File: src/rtl/mchan_pkg.sv
// ----------------------------------------------------------------------------
// mchan_pkg
// Shared defaults and types for the MCHAN synchronisation table.
//   MCHAN_CMD_WIDTH_DEF : default width of the per-transfer command count
//   mchan_synch_err_e   : classification of a per-source error in one cycle
//   sid_width()         : SID field width for a given number of transfer IDs
// ----------------------------------------------------------------------------
package mchan_pkg;

   localparam int MCHAN_CMD_WIDTH_DEF = 10;

   typedef enum logic [1:0] {
      NONE      = 2'd0,
      BAD_SID   = 2'd1,
      UNDERFLOW = 2'd2,
      OVERFLOW  = 2'd3
   } mchan_synch_err_e;

   // $clog2 of 1 is 0; a SID field always needs at least one bit.
   function automatic int sid_width(input int nb);
      return (nb > 1) ? $clog2(nb) : 1;
   endfunction

endpackage

File: src/rtl/mchan_synch_cnt.sv
// ----------------------------------------------------------------------------
// mchan_synch_cnt
// Saturating command counter: two add inputs and two single-step decrements
// all combine in one cycle; the result clamps to [0, 2^CNT_WIDTH-1].
// Ports:
//   clk_i, rst_i          : clock, synchronous active-high reset
//   add_a_i, add_b_i      : amounts to add this cycle (0 when idle)
//   dec_a_i, dec_b_i      : decrement by one each
//   cnt_o                 : registered count
//   cnt_next_o            : count that will be loaded on the next edge
//   underflow_o           : this cycle's result went below zero (clamped)
//   overflow_o            : this cycle's result exceeded the maximum (clamped)
// ----------------------------------------------------------------------------
module mchan_synch_cnt
   import mchan_pkg::*;
#(
   parameter int MCHAN_CMD_WIDTH = MCHAN_CMD_WIDTH_DEF,
   parameter int CNT_WIDTH       = MCHAN_CMD_WIDTH + 2
) (
   input  logic                       clk_i,
   input  logic                       rst_i,
   input  logic [MCHAN_CMD_WIDTH-1:0] add_a_i,
   input  logic [MCHAN_CMD_WIDTH-1:0] add_b_i,
   input  logic                       dec_a_i,
   input  logic                       dec_b_i,
   output logic [CNT_WIDTH-1:0]       cnt_o,
   output logic [CNT_WIDTH-1:0]       cnt_next_o,
   output logic                       underflow_o,
   output logic                       overflow_o
);

   // Signed working width. Two headroom bits cover the default sizing; the
   // third keeps cur + 2*max_add from wrapping when CNT_WIDTH == MCHAN_CMD_WIDTH.
   localparam int SUM_W = CNT_WIDTH + 3;
   localparam logic signed [SUM_W-1:0] CNT_MAX = {3'b000, {CNT_WIDTH{1'b1}}};

   logic [CNT_WIDTH-1:0]    cnt_q;
   logic [CNT_WIDTH-1:0]    cnt_d;
   logic signed [SUM_W-1:0] sum_s;

   always_comb begin
      sum_s = $signed(SUM_W'(cnt_q))
            + $signed(SUM_W'(add_a_i))
            + $signed(SUM_W'(add_b_i))
            - $signed(SUM_W'(dec_a_i))
            - $signed(SUM_W'(dec_b_i));
      underflow_o = (sum_s < 0);
      overflow_o  = (sum_s > CNT_MAX);
      if (underflow_o) begin
         cnt_d = '0;
      end else if (overflow_o) begin
         cnt_d = '1;
      end else begin
         cnt_d = sum_s[CNT_WIDTH-1:0];
      end
   end

   always_ff @(posedge clk_i) begin
      if (rst_i) begin
         cnt_q <= '0;
      end else begin
         cnt_q <= cnt_d;
      end
   end

   assign cnt_o      = cnt_q;
   assign cnt_next_o = cnt_d;

endmodule

File: src/rtl/mchan_synch_table.sv
// ----------------------------------------------------------------------------
// mchan_synch_table
// Tracks outstanding TCDM-side and EXT-side command counts for NB_TRANS
// transfer IDs, producing per-ID busy status, one-cycle termination pulses
// and a sticky error report (first offending SID).
// Ports:
//   clk_i, rst_i                      : clock, synchronous active-high reset
//   mchan_{tx,rx}_{req,gnt,sid,cmd_nb}_i : transfer registration
//   {tcdm,ext}_{tx,rx}_synch_{req,sid}_i : single-command releases
//   trans_registered_o                : an in-range registration was accepted
//   trans_status_o                    : per-ID busy (pending or terminating)
//   term_sig_o                        : per-ID one-cycle termination pulse
//   busy_o                            : any ID pending
//   err_o, err_sid_o, err_clr_i       : sticky error flag, its SID, clear
// ----------------------------------------------------------------------------
module mchan_synch_table
   import mchan_pkg::*;
#(
   parameter int NB_TRANS        = 4,
   parameter int TRANS_SID_WIDTH = sid_width(NB_TRANS),
   parameter int MCHAN_CMD_WIDTH = MCHAN_CMD_WIDTH_DEF,
   parameter int CNT_WIDTH       = MCHAN_CMD_WIDTH + 2
) (
   input  logic                       clk_i,
   input  logic                       rst_i,
   input  logic                       mchan_tx_req_i,
   input  logic                       mchan_tx_gnt_i,
   input  logic [TRANS_SID_WIDTH-1:0] mchan_tx_sid_i,
   input  logic [MCHAN_CMD_WIDTH-1:0] mchan_tx_cmd_nb_i,
   input  logic                       mchan_rx_req_i,
   input  logic                       mchan_rx_gnt_i,
   input  logic [TRANS_SID_WIDTH-1:0] mchan_rx_sid_i,
   input  logic [MCHAN_CMD_WIDTH-1:0] mchan_rx_cmd_nb_i,
   input  logic                       tcdm_tx_synch_req_i,
   input  logic [TRANS_SID_WIDTH-1:0] tcdm_tx_synch_sid_i,
   input  logic                       tcdm_rx_synch_req_i,
   input  logic [TRANS_SID_WIDTH-1:0] tcdm_rx_synch_sid_i,
   input  logic                       ext_tx_synch_req_i,
   input  logic [TRANS_SID_WIDTH-1:0] ext_tx_synch_sid_i,
   input  logic                       ext_rx_synch_req_i,
   input  logic [TRANS_SID_WIDTH-1:0] ext_rx_synch_sid_i,
   output logic                       trans_registered_o,
   output logic [NB_TRANS-1:0]        trans_status_o,
   output logic [NB_TRANS-1:0]        term_sig_o,
   output logic                       busy_o,
   output logic                       err_o,
   output logic [TRANS_SID_WIDTH-1:0] err_sid_o,
   input  logic                       err_clr_i
);

   // Event sources, listed in error-reporting priority order.
   localparam int NB_SRC = 6;

   logic [NB_SRC-1:0]          src_valid;
   logic [NB_SRC-1:0]          src_hit;
   logic [TRANS_SID_WIDTH-1:0] src_sid [NB_SRC];
   mchan_synch_err_e           src_err [NB_SRC];

   logic [NB_TRANS-1:0] tcdm_uf, tcdm_of, ext_uf, ext_of;
   logic [NB_TRANS-1:0] pending, pending_next, reg_hit;
   logic [NB_TRANS-1:0] term_q, term_d;

   logic                       err_q, err_d;
   logic [TRANS_SID_WIDTH-1:0] err_sid_q, err_sid_d;
   logic                       new_err;
   logic [TRANS_SID_WIDTH-1:0] new_sid;

   // A registration counts only when granted; releases have no grant.
   assign src_valid = {ext_rx_synch_req_i, ext_tx_synch_req_i,
                       tcdm_rx_synch_req_i, tcdm_tx_synch_req_i,
                       mchan_rx_req_i & mchan_rx_gnt_i,
                       mchan_tx_req_i & mchan_tx_gnt_i};
   assign src_sid   = '{mchan_tx_sid_i, mchan_rx_sid_i,
                        tcdm_tx_synch_sid_i, tcdm_rx_synch_sid_i,
                        ext_tx_synch_sid_i, ext_rx_synch_sid_i};

   generate
      for (genvar gi = 0; gi < NB_SRC; gi++) begin : g_src
         assign src_hit[gi] = src_valid[gi] && (int'(src_sid[gi]) < NB_TRANS);
      end
   endgenerate

   assign trans_registered_o = src_hit[0] | src_hit[1];

   generate
      for (genvar gi = 0; gi < NB_TRANS; gi++) begin : g_sid
         logic [NB_SRC-1:0]          sel;
         logic [MCHAN_CMD_WIDTH-1:0] add_tx, add_rx;
         logic [CNT_WIDTH-1:0]       tcdm_cnt, tcdm_nxt, ext_cnt, ext_nxt;

         always_comb begin
            for (int i = 0; i < NB_SRC; i++) begin
               sel[i] = src_hit[i] && (src_sid[i] == TRANS_SID_WIDTH'(gi));
            end
         end

         // A registration loads the same command count on both sides.
         assign add_tx = sel[0] ? mchan_tx_cmd_nb_i : '0;
         assign add_rx = sel[1] ? mchan_rx_cmd_nb_i : '0;

         mchan_synch_cnt #(
            .MCHAN_CMD_WIDTH(MCHAN_CMD_WIDTH),
            .CNT_WIDTH      (CNT_WIDTH)
         ) u_tcdm_cnt (
            .clk_i      (clk_i),
            .rst_i      (rst_i),
            .add_a_i    (add_tx),
            .add_b_i    (add_rx),
            .dec_a_i    (sel[2]),
            .dec_b_i    (sel[3]),
            .cnt_o      (tcdm_cnt),
            .cnt_next_o (tcdm_nxt),
            .underflow_o(tcdm_uf[gi]),
            .overflow_o (tcdm_of[gi])
         );

         mchan_synch_cnt #(
            .MCHAN_CMD_WIDTH(MCHAN_CMD_WIDTH),
            .CNT_WIDTH      (CNT_WIDTH)
         ) u_ext_cnt (
            .clk_i      (clk_i),
            .rst_i      (rst_i),
            .add_a_i    (add_tx),
            .add_b_i    (add_rx),
            .dec_a_i    (sel[4]),
            .dec_b_i    (sel[5]),
            .cnt_o      (ext_cnt),
            .cnt_next_o (ext_nxt),
            .underflow_o(ext_uf[gi]),
            .overflow_o (ext_of[gi])
         );

         assign pending[gi]      = (|tcdm_cnt) | (|ext_cnt);
         assign pending_next[gi] = (|tcdm_nxt) | (|ext_nxt);
         assign reg_hit[gi]      = sel[0] | sel[1];
         // reg_hit covers a transfer registered and drained in the same cycle.
         assign term_d[gi]       = !pending_next[gi] && (pending[gi] || reg_hit[gi]);
      end
   endgenerate

   // Classify each source: registrations can only overflow, releases can
   // only underflow the side they address.
   always_comb begin
      for (int i = 0; i < NB_SRC; i++) begin
         src_err[i] = NONE;
         if (src_valid[i] && !src_hit[i]) begin
            src_err[i] = BAD_SID;
         end else if (src_hit[i]) begin
            for (int s = 0; s < NB_TRANS; s++) begin
               if (src_sid[i] == TRANS_SID_WIDTH'(s)) begin
                  if (i < 2) begin
                     if (tcdm_of[s] || ext_of[s]) src_err[i] = OVERFLOW;
                  end else if (i < 4) begin
                     if (tcdm_uf[s]) src_err[i] = UNDERFLOW;
                  end else begin
                     if (ext_uf[s]) src_err[i] = UNDERFLOW;
                  end
               end
            end
         end
      end
   end

   // Lowest-index source wins: scan from the back so it is written last.
   always_comb begin
      new_err = 1'b0;
      new_sid = '0;
      for (int i = NB_SRC - 1; i >= 0; i--) begin
         if (src_err[i] != NONE) begin
            new_err = 1'b1;
            new_sid = src_sid[i];
         end
      end
   end

   // A clear in the same cycle as a new error lets the new error be captured.
   always_comb begin
      err_d     = err_q;
      err_sid_d = err_sid_q;
      if (new_err && (!err_q || err_clr_i)) begin
         err_d     = 1'b1;
         err_sid_d = new_sid;
      end else if (err_clr_i) begin
         err_d     = 1'b0;
         err_sid_d = '0;
      end
   end

   always_ff @(posedge clk_i) begin
      if (rst_i) begin
         term_q    <= '0;
         err_q     <= 1'b0;
         err_sid_q <= '0;
      end else begin
         term_q    <= term_d;
         err_q     <= err_d;
         err_sid_q <= err_sid_d;
      end
   end

   assign term_sig_o     = term_q;
   assign trans_status_o = pending | term_q;
   assign busy_o         = |pending;
   assign err_o          = err_q;
   assign err_sid_o      = err_sid_q;

endmodule

File: config.mk
export PLATFORM = sky130hd
export DESIGN_NAME = mchan_synch_table
export DESIGN_NICKNAME = d
export VERILOG_FILES = /design/src/rtl/mchan_pkg.sv /design/src/rtl/mchan_synch_cnt.sv /design/src/rtl/mchan_synch_table.sv
export SDC_FILE = /design/constraint.sdc
export NUM_CORES = 1
export LEC_CHECK = 0
export BUFFER_PORTS_ARGS = -buffer_cell sky130_fd_sc_hd__buf_2
export CELL_PAD_IN_SITES_DETAIL_PLACEMENT = 0
export CELL_PAD_IN_SITES_GLOBAL_PLACEMENT = 1
export CORE_MARGIN = 4
export CORE_UTILIZATION = 44
export CTS_CLUSTER_SIZE = 8
export DETAILED_ROUTE_END_ITERATION = 12
export HOLD_SLACK_MARGIN = 0.12
export PLACE_DENSITY_LB_ADDON = 0.1
export SLEW_MARGIN = 10
export SYNTH_ARGS = -nofsm -noshare
export SYNTH_HDL_FRONTEND = slang
export SYNTH_SLANG_ARGS = --single-unit
export TNS_END_PERCENT = 1
File: constraint.sdc
create_clock -name clk_i -period 6.45 [get_ports clk_i]
set_clock_uncertainty 0.1 [all_clocks]
set_input_delay 0.9675 -clock clk_i [delete_from_list [all_inputs] [get_ports clk_i]]
set_output_delay 0.9675 -clock clk_i [all_outputs]
set_load 0.1 [all_outputs]
# Word level (Yosys, flattened, before mapping)
# Index checks and enable logic that the tools add are counted.
# W data, S select, Z words.
[op_classes] n_addsub=32 order_cmp=16 n_eq_ne=18 mux=91 bitwise_logic=16 reduce_logical=73
[op_table] operator="$sub A15 B2 Y15" count=16
[op_table] operator="$mux W12" count=16
[op_table] operator="$reduce_or A12 Y1" count=16
[op_table] operator="$add A15 B11 Y15" count=8
[op_table] operator="$gt A15 B13 Y1 const B" count=8
[op_table] operator="$lt A15 B1 Y1 const B" count=8
[op_table] operator="$mux W2" count=59
[op_table] operator="$add A12 B10 Y13" count=8
[op_table] operator="$mux W10" count=8
[op_table] operator="$logic_and A1 B1 Y1" count=29
[op_table] operator="$eq A2 B2 Y1 const B" count=12
[op_table] operator="$reduce_bool A2 Y1" count=7
[op_table] operator="$or A1 B1 Y1" count=13
[op_table] operator="$eq A2 B1 Y1 const B" count=6
[op_table] operator="$logic_not A2 Y1" count=6
[op_table] operator="$logic_or A1 B1 Y1" count=9
[op_table] operator="$mux W1" count=8
[op_table] operator="$logic_not A1 Y1" count=5
[op_table] operator="$or A4 B4 Y4" count=1
[op_table] operator="$reduce_or A4 Y1" count=1
[op_table] operator="$and A1 B1 Y1" count=2
[word_totals] regBits=103 in_bits=43 output_inout_bits=13 elab_cells=257

# Logic depth before layout (Yosys ltp)
[depth] word_depth=26 mapped_depth=30 ltp_nobuf=28

# By module
# A second synthesis with hierarchy kept.
[hier_totals] hier_cells=1891 hier_area_um2=14833.0
[by_module_without_submodules] module="mchan_synch_cnt at g_sid[0].u_tcdm_cnt ..." instances=5 cells_per_inst=203 area_per_inst_um2=1619.1
[by_module_without_submodules] module="mchan_synch_table" instances=1 cells_per_inst=289 area_per_inst_um2=1918.1
[by_module_without_submodules] module="mchan_synch_cnt at g_sid[0].u_ext_cnt" instances=1 cells_per_inst=203 area_per_inst_um2=1685.4
[by_module_without_submodules] module="mchan_synch_cnt at g_sid[3].u_tcdm_cnt" instances=1 cells_per_inst=191 area_per_inst_um2=1570.3
[by_module_without_submodules] module="mchan_synch_cnt at g_sid[1].u_ext_cnt" instances=1 cells_per_inst=193 area_per_inst_um2=1564.0

# Worst setup path before layout
# No wires, ideal clock.
[synth_timing] kind="input port to flip-flop" from="in mchan_tx_gnt_i" to="reg err_sid_q[1], in the netlist err_sid_o[1]" arrival_ns=5.978 path_slack_ns=0.246 cell_stages=28 path_buffers=3 cell_sequence="nor4bb_1 buf_4 buf_12 clkbuf_1 and2_1 ha_1 o221ai_1 o21ai_0 a32o_1 maj3_1 a21oi_1 o21ai_0 a21o_1 a21oi_1 xor2_1 ha_1 inv_1 ha_1 a21o_1 a21o_1 a21oi_1 and2_1 xnor2_1 nor2_8 o22ai_4 a21oi_1 a41oi_2 o22ai_2"
[synth_between] elab_chain_cells=26 elab_cells_between_ends=133
[synth_rtl] item="start: declaration" line="mchan_synch_table.sv:27" source="input logic mchan_tx_gnt_i,"
[synth_rtl] item="$and A1 B1 Y1 *" line="mchan_synch_table.sv:72" source="mchan_tx_req_i & mchan_tx_gnt_i};"
[synth_rtl] item="$logic_and A1 B1 Y1" line="mchan_synch_table.sv:93" source="sel[i] = src_hit[i] && (src_sid[i] == TRANS_SID_WIDTH'(gi));"
[synth_rtl] item="$mux W10" line="mchan_synch_table.sv:98" source="assign add_tx = sel[0] ? mchan_tx_cmd_nb_i : '0;"
[synth_rtl] item="$add A12 B10 Y13" line="mchan_synch_cnt.sv:43" source="+ $signed(SUM_W'(add_a_i))"
[synth_rtl] item="$add A15 B11 Y15" line="mchan_synch_cnt.sv:44" source="+ $signed(SUM_W'(add_b_i))"
[synth_rtl] item="$sub A15 B2 Y15" line="mchan_synch_cnt.sv:45" source="- $signed(SUM_W'(dec_a_i))"
[synth_rtl] item="$sub A15 B2 Y15" line="mchan_synch_cnt.sv:46" source="- $signed(SUM_W'(dec_b_i));"
[synth_rtl] item="$lt A15 B1 Y1" line="mchan_synch_cnt.sv:47" source="underflow_o = (sum_s < 0);"
[synth_rtl] item="[5 not listed]"
[synth_rtl] item="$mux W2" line="mchan_synch_table.sv:150" source="if (src_sid[i] == TRANS_SID_WIDTH'(s)) begin"
[synth_rtl] item="$mux W2" line="mchan_synch_table.sv:156" source="if (ext_uf[s]) src_err[i] = UNDERFLOW;"
[synth_rtl] item="$mux W2" line="mchan_synch_table.sv:150"
[synth_rtl] item="$mux W2" line="mchan_synch_table.sv:148" source="end else if (src_hit[i]) begin"
[synth_rtl] item="$reduce_bool A2 Y1" line="mchan_synch_table.sv:169" source="if (src_err[i] != NONE) begin"
[synth_rtl] item="$mux W1 (6 in a row)" line="mchan_synch_table.sv:169"
[synth_rtl] item="$logic_and A1 B1 Y1" line="mchan_synch_table.sv:180" source="if (new_err && (!err_q || err_clr_i)) begin"
[synth_rtl] item="$mux W2 / $reduce_bool A2 Y1 (equally long branches)"
[synth_rtl] item="end signal: assignment" line="mchan_synch_table.sv:197" source="err_sid_q <= err_sid_d;"
[synth_rtl] item="end: declaration" line="mchan_synch_table.sv:64" source="logic [TRANS_SID_WIDTH-1:0] err_sid_q, err_sid_d;"
# Mark *: on every way between the ends. The rest lies on a longest branch, timed or not.
# A chain may end at the register's enable or synchronous reset.

# Final worst setup path
[layout_timing] from="in mchan_tx_req_i" to="reg err_sid_q[1], in the netlist err_sid_o[1]"
[layout_between] elab_chain_cells=26 elab_cells_between_ends=133
[layout_rtl] item="start: declaration" line="mchan_synch_table.sv:26" source="input logic mchan_tx_req_i,"
[layout_rtl] item="$and A1 B1 Y1 *" line="mchan_synch_table.sv:72"
[layout_rtl] item="$logic_and A1 B1 Y1" line="mchan_synch_table.sv:93"
[layout_rtl] item="$mux W10" line="mchan_synch_table.sv:98"
[layout_rtl] item="$add A12 B10 Y13" line="mchan_synch_cnt.sv:43"
[layout_rtl] item="$add A15 B11 Y15" line="mchan_synch_cnt.sv:44"
[layout_rtl] item="$sub A15 B2 Y15" line="mchan_synch_cnt.sv:45"
[layout_rtl] item="$sub A15 B2 Y15" line="mchan_synch_cnt.sv:46"
[layout_rtl] item="$lt A15 B1 Y1" line="mchan_synch_cnt.sv:47"
[layout_rtl] item="[5 not listed]"
[layout_rtl] item="$mux W2" line="mchan_synch_table.sv:150"
[layout_rtl] item="$mux W2" line="mchan_synch_table.sv:156"
[layout_rtl] item="$mux W2" line="mchan_synch_table.sv:150"
[layout_rtl] item="$mux W2" line="mchan_synch_table.sv:148"
[layout_rtl] item="$reduce_bool A2 Y1" line="mchan_synch_table.sv:169"
[layout_rtl] item="$mux W1 (6 in a row)" line="mchan_synch_table.sv:169"
[layout_rtl] item="$logic_and A1 B1 Y1" line="mchan_synch_table.sv:180"
[layout_rtl] item="$mux W2 / $reduce_bool A2 Y1 (equally long branches)"
# Marked as above.

==> flow_metrics.py <==
metrics = {
    "min_path": {
        "min_path_cells": 2,
        "hold_path.class": "reg2reg",
        "hold_path_end": "err_sid_o[0]$_SDFFE_PP0P_",
        "worstHoldStart": "err_sid_o[0]$_SDFFE_PP0P_",
    },
    "layout": {
        "layout-drive-gt1-share_pct": 11.6,
        "nets": 2471,
        "antenna_cells": 0,
        "fillCellCount": 3512,
        "area_growth_pct": 12.0,
        "finish.utilization_pct": 49.9,
    },
    "logic_synthesis": {
        "ys_ff_latch": 103,
        "synthMostInstantiatedCell": "ha_1",
        "synthCells": 2009,
        "syn_nets": 2338,
        "synthesis.area_mm2": 0.0153,
        "synthTopCellsByCount": "256 x ha_1, 255 x inv_1, 213 x a21oi_1",
        "synth_cell_types": 103,
        "yosysWarnings": 0,
        "ys.flop_type": "dfxtp_1",
        "synth.avg_cell_area_um2": 7.64,
        "async_flop_share_pct": 0,
        "ys_top_cells_by_area": "ha_1 21%, dfxtp_1 13%, a21oi_1 6.9%, inv_1 6.2%, xnor2_1 4.8%",
        "synth-edff-count": 0,
        "netlist.area_leader.share_pct": 20.9,
        "yosys.area.top_type": "ha_1",
        "ys_seq_area_share_pct": 13.4,
    },
    "timing": {
        "worstMarginPinSlew_ps": 664,
        "hold_viol": 0,
        "finalSetupTns_ps": 0,
        "maxSlewViolCount": 0,
        "max_freq_mhz": 162,
        "min_period_ps": 6160,
        "setup_viol_count_final": 0,
        "whs_ps": 436,
        "setup_slack_ps": 288,
        "fin_crit_sh_pct": 95.5,
        "relSlewSlack_pct": 55.6,
    },
    "global_routing": {
        "grt_max_degree": 21,
        "grt_pass1_wl_mm": 75.7,
        "grt.total_usage_pct": 25.0,
        "grt_pass1_vias": 14100,
        "grt_overflow": 0,
        "grt_antenna_before_repair": 2,
    },
    "placement": {
        "gp_congestion": 0.900,
        "dp_hpwl_mm": 41.3,
        "portBuffers": 55,
        "pre_cts_slack_ps": -239,
    },
    "worst_setup_path": {
        "cp_num_buf_inv": 4,
        "cpPeakStageDelay_ps": 530,
        "required_ps": 6610,
        "r2r_setup_slack_ps": 1190,
        "worstSetupPathType": "in2reg",
        "critPathCaptureType": "flip-flop",
        "crit_family": "compound AO/OA/AOI/OAI gates",
        "r2r_cells": 23,
        "reg2reg_from": "g_sid[0].u_ext_cnt.cnt_o[0]$_SDFF_PP0_",
        "critPathSlowestCell": "nor4bb_4",
        "r2r_end": "err_sid_o[0]$_SDFFE_PP0P_",
        "crit_arrival_ps": 6320,
        "critPathLaunchType": "input port",
        "path_max_fanout": 6,
    },
    "floorplanning": {
        "rows": 68,
        "core_mm2": 0.0345,
        "ioPinCount": 56,
        "start_util_pct": 44.5,
        "fp.dieArea_mm2": 0.0379,
        "die_h_um": 195,
        "die_w_um": 195,
    },
    "routing": {
        "routed_wl_mm": 49.1,
        "routedWlPerCell_um": 18.9,
        "drc": 0,
        "dr.pass1.iters": 5,
        "vias": 14600,
        "vias_per_cell": 5.61,
        "ant_nets": 0,
        "drt-initial-drc-count": 913,
    },
    "clock_network": {
        "clk_latency_ps": 370,
        "cts_max_level": 3,
        "clock_path_buffers": 2,
        "path_clk_slew_ps": 80,
        "clkSinkCount": 103,
        "clock-root-buffer": "clkbuf_16",
        "numCtsBuffers": 9,
        "cts_tree": "built",
    },
    "run": {
        "drv_cap": 0,
    },
    "status": {
        "status": "complete, no violations",
    },
}
[layout make-up]
type	instances	area, µm²	share of cell area [%]
inverters	255	957	5.57
clock inverters	5	58.8	0.342
multi-input cells	1614	12300	71.3
repair buffers	159	1060	6.14
clock buffers	11	233	1.35
flip-flops and latches	103	2060	12.0
well taps	455	569	3.31
[worst max path at each step]
stage | cells past startpoint | start | end | slack [ps]
floorplan | 28 | mchan_tx_gnt_i | err_sid_o[1]$_SDFFE_PP0P_ | 250
global placement | 26 | mchan_tx_gnt_i | err_sid_o[1]$_SDFFE_PP0P_ | -70
detailed placement | 27 | mchan_tx_req_i | err_sid_o[1]$_SDFFE_PP0P_ | -240
CTS | 27 | mchan_tx_req_i | err_o$_SDFFE_PP0P_ | 80
global route | 26 | mchan_tx_req_i | err_sid_o[1]$_SDFFE_PP0P_ | -6
finish | 26 | mchan_tx_req_i | err_sid_o[1]$_SDFFE_PP0P_ | 290
[per-layer routing]
metal / GRT usage, % / up-vias / wire length, µm
met4: 5.40 / 2 / 1000
met2: 42.0 / 350 / 22700
met5: 0 / - / 13
met3: 3.24 / 53 / 2390
li1: - / 7353 / -
met1: 34.3 / 6838 / 23000
[worst min-delay path, stage by stage (launching register included)]
cell       delay [ps]
dfxtp_1           360
nand2_1            80
o2bb2ai_1          60
[cells by family after synthesis]
group / count (synthesis) / share of synthesized area, %
and+or+nand+nor: 590 / 19.5
DFF: 103 / 13.4
AOI/OAI and AO/OA: 559 / 24.2
buffers and inverters: 292 / 7.62
muxes: 12 / 0.832
xor gates and xnor gates: 164 / 9.48
adders and majority gates: 289 / 25.0
[stage by stage]
step | area, µm² | cells
after floorplan | 15300 | 2009
final | 17200 | 2602
after detailed placement | 16800 | 2583
after CTS | 17000 | 2599
after global placement | 16800 | 2583
after global routing | 17200 | 2602
[what timing repair did]
item | in CTS | in global routing
setup endpoints to repair | 0 | 6
hold buffers | 0 | 0
gates resized for setup | 0 | 31
buffers inserted | 0 | 3
[layout by cell type (no fill, tap or decap), types with 30 or more instances in the layout]
master    count
a21o_1       47
a21oi_1     203
and2_1       42
buf_2        55
buf_4       104
dfxtp_1     103
fa_1         30
ha_1        255
inv_1       255
nand2_1     152
nand2b_1     35
nor2_1      139
nor2b_1      30
nor3_1       34
nor4_1       31
o21ai_0      72
xnor2_1      84
xor2_1       77
[flip-flops by register name, summed over array words and instances, names as in the netlist]
register                cells
term_sig_o                  4
err_sid_o                   2
err_o                       1
g_sid.u_tcdm_cnt.cnt_o     48
g_sid.u_ext_cnt.cnt_o      48
Power is not shown: default switching activity piles up to over one toggle a cycle in this logic, so the estimate is an artifact.
